**src/rtl/sdram_burst_timing.sv**
```systemverilog
// SDRAM controller timing helper: CAS-latency counter, burst-length counter
// with end / end-minus-one flags, and a 16-tap addressable strobe delay line.
module sdram_burst_timing #(
   parameter int CSLT_W = 2,
   parameter int BRST_W = 3
) (
   input  logic              Clk,
   input  logic              Reset,
   input  logic [CSLT_W-1:0] cslt_max,
   input  logic              ld_cslt,
   output logic              cslt_end,
   input  logic [BRST_W-1:0] brst_max,
   input  logic              ld_brst,
   output logic              brst_end,
   output logic              brst_end_m1,
   input  logic [3:0]        dly_a,
   input  logic              dly_d,
   output logic              dly_q
);

   localparam logic [CSLT_W-1:0] CSLT_ZERO = CSLT_W'(0);
   localparam logic [CSLT_W-1:0] CSLT_ONE  = CSLT_W'(1);
   localparam logic [BRST_W-1:0] BRST_ZERO = BRST_W'(0);
   localparam logic [BRST_W-1:0] BRST_ONE  = BRST_W'(1);

   logic [CSLT_W-1:0] cslt_cnt_r;
   logic [BRST_W-1:0] brst_cnt_r;
   logic [15:0]       dly_r;

   // CAS-latency counter: load wins, otherwise count down and stick at zero
   always_ff @(posedge Clk or negedge Reset) begin
      if (!Reset) begin
         cslt_cnt_r <= CSLT_ZERO;
      end else if (ld_cslt) begin
         cslt_cnt_r <= cslt_max;
      end else if (cslt_cnt_r != CSLT_ZERO) begin
         cslt_cnt_r <= cslt_cnt_r - CSLT_ONE;
      end else begin
         cslt_cnt_r <= cslt_cnt_r;
      end
   end

   // Burst-length counter: same load/decrement/hold rules as the CAS counter
   always_ff @(posedge Clk or negedge Reset) begin
      if (!Reset) begin
         brst_cnt_r <= BRST_ZERO;
      end else if (ld_brst) begin
         brst_cnt_r <= brst_max;
      end else if (brst_cnt_r != BRST_ZERO) begin
         brst_cnt_r <= brst_cnt_r - BRST_ONE;
      end else begin
         brst_cnt_r <= brst_cnt_r;
      end
   end

   // Strobe delay line: free-running shift, stage 0 takes the newest sample
   always_ff @(posedge Clk or negedge Reset) begin
      if (!Reset) begin
         dly_r <= 16'h0000;
      end else begin
         dly_r <= {dly_r[14:0], dly_d};
      end
   end

   // End flags decode the registered counts; tap select is a pure mux so the
   // state machine sees a new delay immediately without disturbing contents
   always_comb begin
      cslt_end    = (cslt_cnt_r == CSLT_ZERO);
      brst_end    = (brst_cnt_r == BRST_ZERO);
      brst_end_m1 = (brst_cnt_r == BRST_ONE);
      dly_q       = dly_r[dly_a];
   end

endmodule

```
**config.mk**
```make
export PLATFORM = sky130hd
export DESIGN_NAME = sdram_burst_timing
export DESIGN_NICKNAME = d
export VERILOG_FILES = /design/src/rtl/sdram_burst_timing.sv
export SDC_FILE = /design/constraint.sdc
export NUM_CORES = 1
export LEC_CHECK = 0
export ABC_CLOCK_PERIOD_IN_PS = 1800
export CORE_MARGIN = 4
export CORE_UTILIZATION = 48
export CTS_CLUSTER_SIZE = 20
export DETAILED_ROUTE_END_ITERATION = 12
export PLACE_DENSITY = 0.82
export SETUP_SLACK_MARGIN = 0.05
export SLEW_MARGIN = 20
export SYNTH_ARGS = -nofsm -noshare
export SYNTH_HDL_FRONTEND = slang
export SYNTH_SLANG_ARGS = --single-unit
export TNS_END_PERCENT = 10
```
**constraint.sdc**
```tcl
create_clock -name Clk -period 1.8 [get_ports Clk]
set_input_delay 0.36 -clock Clk [delete_from_list [all_inputs] [get_ports Clk]]
set_output_delay 0.36 -clock Clk [all_outputs]
set_load 0.01 [all_outputs]
```
==> results.tsv, run 1 <==
stage	metric	value	unit
power_and_ir_drop	Reg power frac	0.536	
route	post-route ant nets	0	
run	max cap viols	0	
sta	Hold Violations, Final	0	
logic_synthesis	largest family of logic cells by synthesized area	multiplexers	
status	status	finished with violations	
grt	GRT Total Usage	0.1326	
logic_synthesis	most common library cells after synthesis	dfrtp_1 (21), nand2_1 (5)	
cts	Reg clk slew, reported paths	110	ps
worst_setup_path	Setup CP Type	flop to output port	
logic_synthesis	Syn Nets	73	
cts	clk buf depth	2	
power_and_ir_drop	power share of the combinational group	0.251	
place	placed inst area	1075	sq um
logic_synthesis	sequential area share after synthesis	0.6259	
route	drt initial violations	0	
floorplan	I/O pin total	18	
logic_synthesis	Post-Syn Area per Cell	15.26	sq um
final_layout	Layout area overhead	30.10	%
route	wire length per cell	13.04	microns
logic_synthesis	#FFs+latches synth	21	
power_and_ir_drop	clock power share	0.213	
place	# port buffers	17	
route	vias per cell	5.110	
logic_synthesis	Mapped Area	839.6	sq um
cts	cts bufs inserted	3	
min_path	worst hold-check path type	input pin to async pin	
logic_synthesis	area leader, netlist	dfrtp_1	
cts	Clock Sink Count	21	
final_layout	n_diodes	0	
route	# DRC	0	
logic_synthesis	EDFF count, synth	0	
logic_synthesis	Syn Inst Count	55	
logic_synthesis	Area contributors post-synth	dfrtp_1 (63%), mux4_1 (13%), ha_1 (6.0%), mux2i_1 (4.8%), o21ai_0 (2.4%)	
logic_synthesis	most frequent cell after synthesis	dfrtp_1	
status	violated checks	negative setup slack	
logic_synthesis	async set-reset flop share out of synthesis	1.000	
worst_setup_path	crit path launch type	flop	
worst_setup_path	critical path endpoint category	output port	
sta	Least-Margin Pin Slew	249.3	ps
power_and_ir_drop	P_leak	0.5111	nW
worst_setup_path	crit path max fanout	2	
sta	clock skew	5.414	ps
cts	hold-fix buffer count after cts	0	
logic_synthesis	Adder-Cell Fraction of Synth Area	0.05961	
cts	CTS H-tree depth	1	
power_and_ir_drop	Sw Ratio	0.2569	
sta	fmax	0.5316	GHz
logic_synthesis	Yosys top cell area share	0.6259	
power_and_ir_drop	Pwr Total	1.010	mW
logic_synthesis	Synth Area in Simple Gates	0.05663	
route	total wire length	1304	microns
final_layout	nets	103	
logic_synthesis	Synth cell types	14	
floorplan	Die Ht	49.82	microns
sta	fin. max-slew vios	0	
sta	setup TNS	-81.17	ps
cts	root buf cell	clkbuf_4	
worst_setup_path	Reg2Reg Depth	6	
worst_setup_path	r2r setup slk	410	ps
grt	pin count of the biggest net entering global routing	22	
worst_setup_path	CP arrival	1520	ps
grt	first-pass GRT wire length	2283	microns
logic_synthesis	XOR/XNOR Fraction of Synth Area	0.02086	
logic_synthesis	Synth Flop Type	dfrtp_1	
sta	Hold WS	383.8	ps
sta	Max transition margin	0.8338	
floorplan	DIE WIDTH	49.82	microns
worst_setup_path	reg-to-reg endpoint	brst_cnt_r[1]	
final_layout	design area	1092	sq um
floorplan	# rows	14	
power_and_ir_drop	Net Sw Power	0.2596	mW
logic_synthesis	yosys warns	0	
sta	Final WS setup	-81.17	ps
sta	Setup violations, final	1	
sta	RSZ-0062 raised after global routing	yes	
worst_setup_path	CP required	1440	ps
worst_setup_path	worst setup path endpoint	dly_q	
power_and_ir_drop	Power Density	925.1	nW/um^2
sta	part of the cycle the worst path needs	1.045	
route	vias post-DR	511	
place	GPL Wtd Cong	0.7026	
floorplan	area of the core	1577	sq um
cts	CTS tree	yes	
final_layout	Fill cells	116	
grt	number of global-route vias before repair	523	
worst_setup_path	reg-to-reg startpoint	brst_cnt_r[0]	
route	Pre-antenna DRT Iters	1	
sta	Final min period	1881	ps
power_and_ir_drop	Int Power	0.7508	mW
final_layout	layout cells sized above 1	0.2381	
worst_setup_path	crit path from	dly_r[3]	
logic_synthesis	mux share of post-synthesis cell area	0.1863	
power_and_ir_drop	VDD IR max	0.0006185	V
logic_synthesis	Synth Area in Compound Gates	0.03279	
cts	latest clock arrival within the worst-skew pair	300	ps
grt	antenna violations before repair	0	
grt	Overflow after GRT	0	
floorplan	DIE AREA	2482	sq um
floorplan	Initial Utilization	0.5325	
[critical path, stage by stage, from the launching register on]
cell and delay [ps]:
dfrtp_1 400, mux4_2 470, mux2i_1 140, mux2i_1 80, buf_2 140
[final cells by class]
cell class              count  area [sq um]  share of cell area
flip-flops and latches     21         525.5              0.4811
repair buffers             25         219.0              0.2005
clock buffers               4         26.28             0.02405
well taps                  16         20.02             0.01833
multi-input cells          30         286.5              0.2623
inverters                   4         15.01             0.01375
[what timing repair did]
item / CTS / global route
hold endpoints to repair: 0 / 0
buffers inserted: 2 / 0
resized for setup: 17 / 2
endpoints found under the setup margin: 4 / 3
[worst min-delay path by stage]
stage	end	slack (ps)	cells past startpoint
2_1_floorplan	brst_cnt_r[0]	60	0
3_3_place_gp	dly_r[6]	350	0
3_5_place_dp	dly_r[10]	360	0
4_1_cts	brst_cnt_r[2]	380	2
5_1_grt	brst_cnt_r[0]	390	2
6_report	dly_r[11]	380	2
[power groups by stage]
stage / Combinational (mW) / Sequential (mW) / Clock (mW)
floorplan: 0.147 / 0.543 / 0
global placement: 0.262 / 0.547 / 0
detailed placement: 0.268 / 0.551 / 0
CTS: 0.261 / 0.543 / 0.221
global route: 0.286 / 0.548 / 0.244
finish: 0.254 / 0.542 / 0.215
[per-stage QoR]
| stage | std cells | setup WS [ps] | utilization |
|---|---|---|---|
| after floorplan | 55 | 315.1 | - |
| after global placement | 94 | -756.9 | 0.6817 |
| after detailed placement | 94 | -803.4 | 0.6817 |
| after CTS | 100 | -104.0 | 0.6952 |
| after global routing | 100 | -202.7 | 0.6929 |
| final | 100 | -81.17 | 0.6929 |
[flip-flops by register name, indices dropped and copies added, names as in the netlist]
register    cells
brst_cnt_r      3
dly_r          16
cslt_cnt_r      2
[routing by layer]
layer  vias up  wire length (microns)  global-route usage
li1        248                      -                   -
met1       244                    580              0.1477
met2        14                    611              0.2137
met3         5                     59             0.03012
met4         0                     53              0.1106
met5         -                      0                   0
[placed cells by master, fill, tap and decap left out, drive strengths merged, types with 3 or more instances in the layout]
| cell | n |
|---|---|
| clkdlybuf4s50 | 11 |
| clkbuf | 5 |
| nand2 | 5 |
| nor2b | 3 |
| mux4 | 4 |
| buf | 9 |
| ha | 4 |
| mux2i | 4 |
| o21ai | 4 |
| dfrtp | 21 |
| inv | 4 |
[logic make-up (layout without fill, tap and decap cells)]
kind of cell,count (synthesis),in the layout
flip-flops,21,21
AND/OR/NAND/NOR,10,10
multiplexers,9,9
AO/OA/AOI/OAI,5,5
adder cells (fa/ha/maj),4,4
buffers and inverters,4,33
XOR/XNOR,2,2
Power figures use the tool's default switching activity.
==> run 2, diff against run 1 <==
- ABC_CLOCK_PERIOD_IN_PS: 1800 -> 2200
- CORE_UTILIZATION: 48 -> 51
- PLACE_DENSITY: 0.82 -> 0.86
- clock period: 1.8 -> 2.2 ns (I/O delays scaled with it)
==> results.tsv, run 2 (same netlist as run 1, synthesis figures left out) <==
stage	metric	value	unit
power_and_ir_drop	Pwr Total	0.8362	mW
sta	Final WS setup	162.7	ps
min_path	Hold Path Depth	0	
final_layout	Layout area overhead	27.57	%
sta	Final min period	2037	ps
worst_setup_path	CP Cell Sequence	clkdlybuf4s15_2 -> mux4_1 -> mux2i_1 -> mux2i_1 -> clkbuf_2	
route	# DRC	0	
grt	antenna violations before repair	0	
sta	Max transition margin	0.8313	
worst_setup_path	CP top delay family	multiplexers	
route	wire length per cell	14.52	microns
route	post-route ant nets	0	
sta	part of the cycle the worst path needs	0.9260	
final_layout	layout cells sized above 1	0.1392	
final_layout	Post-Layout Cell Count	95	
worst_setup_path	reg-to-reg endpoint	brst_cnt_r[1]	
cts	cts bufs inserted	3	
floorplan	DIE AREA	2360	sq um
place	Final HPWL DP	1084	microns
min_path	hold path start	dly_r[1]	
sta	Setup violations, final	0	
final_layout	max reg flops	16	
sta	Hold Violations, Final	0	
place	GPL Wtd Cong	0.7175	
final_layout	n_diodes	0	
sta	clock skew	7.745	ps
floorplan	# rows	14	
floorplan	area of the core	1524	sq um
route	vias per cell	5.295	
cts	CTS tree	yes	
grt	met2 usage	0.2174	
grt	M1 GR Usage	0.1584	
power_and_ir_drop	Power Density	780.7	nW/um^2
power_and_ir_drop	P_leak	0.5009	nW
final_layout	most common cell after layout, fill and taps aside	dfrtp_1	
worst_setup_path	most frequent CP cell	mux2i_1	
power_and_ir_drop	VDD IR max	0.0005054	V
cts	CTS H-tree depth	1	
grt	M3 GR Usage	0.07362	
place	dpl ws	-548.2	ps
worst_setup_path	CP required	1760	ps
grt	GRT Total Usage	0.1386	
worst_setup_path	reg-to-reg startpoint	brst_cnt_r[0]	
cts	Clock Sink Count	21	
final_layout	design area	1071	sq um
grt	GRT busiest layer	met2	
cts	latest clock arrival within the worst-skew pair	310	ps
grt	pin count of the biggest net entering global routing	22	
worst_setup_path	Crit-path slowest cell	mux4_1	
worst_setup_path	r2r setup slk	780	ps
status	status	completed	
sta	setup TNS	0	ps
worst_setup_path	CP Depth	5	
worst_setup_path	Worst Path Buf+Inv	2	
sta	fin. max-slew vios	0	
floorplan	Die Ht	48.58	microns
route	vias post-DR	503	
worst_setup_path	Reg2Reg Depth	6	
place	# port buffers	17	
final_layout	Top reg by flops	dly_r	
cts	Reg clk slew, reported paths	120	ps
worst_setup_path	slowest cell delay on critical path	560	ps
floorplan	I/O pin total	18	
route	drt initial violations	0	
worst_setup_path	crit path max fanout	4	
final_layout	nets	98	
run	max cap viols	0	
worst_setup_path	CP arrival	1600	ps
cts	root buf cell	clkbuf_4	
worst_setup_path	critical path endpoint category	output port	
cts	clk buf depth	2	
grt	first-pass GRT wire length	2408	microns
route	total wire length	1379	microns
min_path	worst hold-check path type	flop to flop	
final_layout	most frequent cells in the layout	dfrtp_1 (21), clkdlybuf4s50_1 (12), nand2_1 (5)	
floorplan	Initial Utilization	0.5509	
route	Pre-antenna DRT Iters	1	
floorplan	DIE WIDTH	48.58	microns
sta	Least-Margin Pin Slew	253.1	ps
worst_setup_path	Setup CP Type	input pin to output port	
sta	fmax	0.4909	GHz
grt	number of global-route vias before repair	520	
min_path	Hold Path End	dly_r[2]	
grt	Overflow after GRT	0	
sta	RSZ-0062 raised after global routing	no	
place	placed inst area	1045	sq um
worst_setup_path	crit path launch type	input pin	
final_layout	largest registers	dly_r (16), brst_cnt_r (3), cslt_cnt_r (2)	
place	post-placement cell count	90	
run 2: changes by cell type in the layout (fill, tap and decap cells not counted):
cell             change
mux4_1               +3
mux4_2               -3
clkbuf_1             -1
nor2b_1              +1
buf_4                -5
clkdlybuf4s15_1      -1
nor2b_2              -1
clkinvlp_4           +1
clkdlybuf4s50_1      +1
buf_2                -1
dlygate4sd2_1        +1
run 2: repair_timing:
item                                    in CTS  in global routing
hold buffers                                 0                  0
buffers inserted                             0                  1
gates resized for setup                      8                  2
endpoints found under the setup margin       3                  1
run 2: worst max-delay path by stage:
stage                    from  endpoint  slack (ps)
finish               dly_a[0]     dly_q         160
detailed placement   dly_a[0]     dly_q        -550
floorplan            dly_a[0]     dly_q         560
global placement     dly_a[0]     dly_q        -520
global route        dly_r[10]     dly_q          90
CTS                  dly_r[9]     dly_q          50
run 2: area by class of cell:
cell class,count,area (sq um)
flip-flops and latches,21,525.5
fillers,112,452.9
multi-input cells,30,295.3
repair buffers,20,185.2
clock buffers,3,22.52
well taps,16,20.02
inverters,4,15.01
clock inverters,1,7.507
run 2: report_power, final:
part / switching (mW) / leakage, nW / internal (mW)
Combinational: 0.0919 / 0.241 / 0.115
Sequential: 0.0188 / 0.246 / 0.423
Clock: 0.118 / 0.0139 / 0.0694
run 2: stage by stage:
step             util  hold WS (ps)
2_1_floorplan       -         144.4
3_3_place_gp   0.6856         353.9
3_5_place_dp   0.6856         359.7
4_1_cts        0.7036         388.8
5_1_grt        0.7028         400.7
6_report       0.7028         385.6
run 2: metal layers:
layer,vias up,share of wire
li1,240,-
met1,245,0.41
met2,13,0.51
met3,5,0.070
met4,0,0.017
met5,-,0
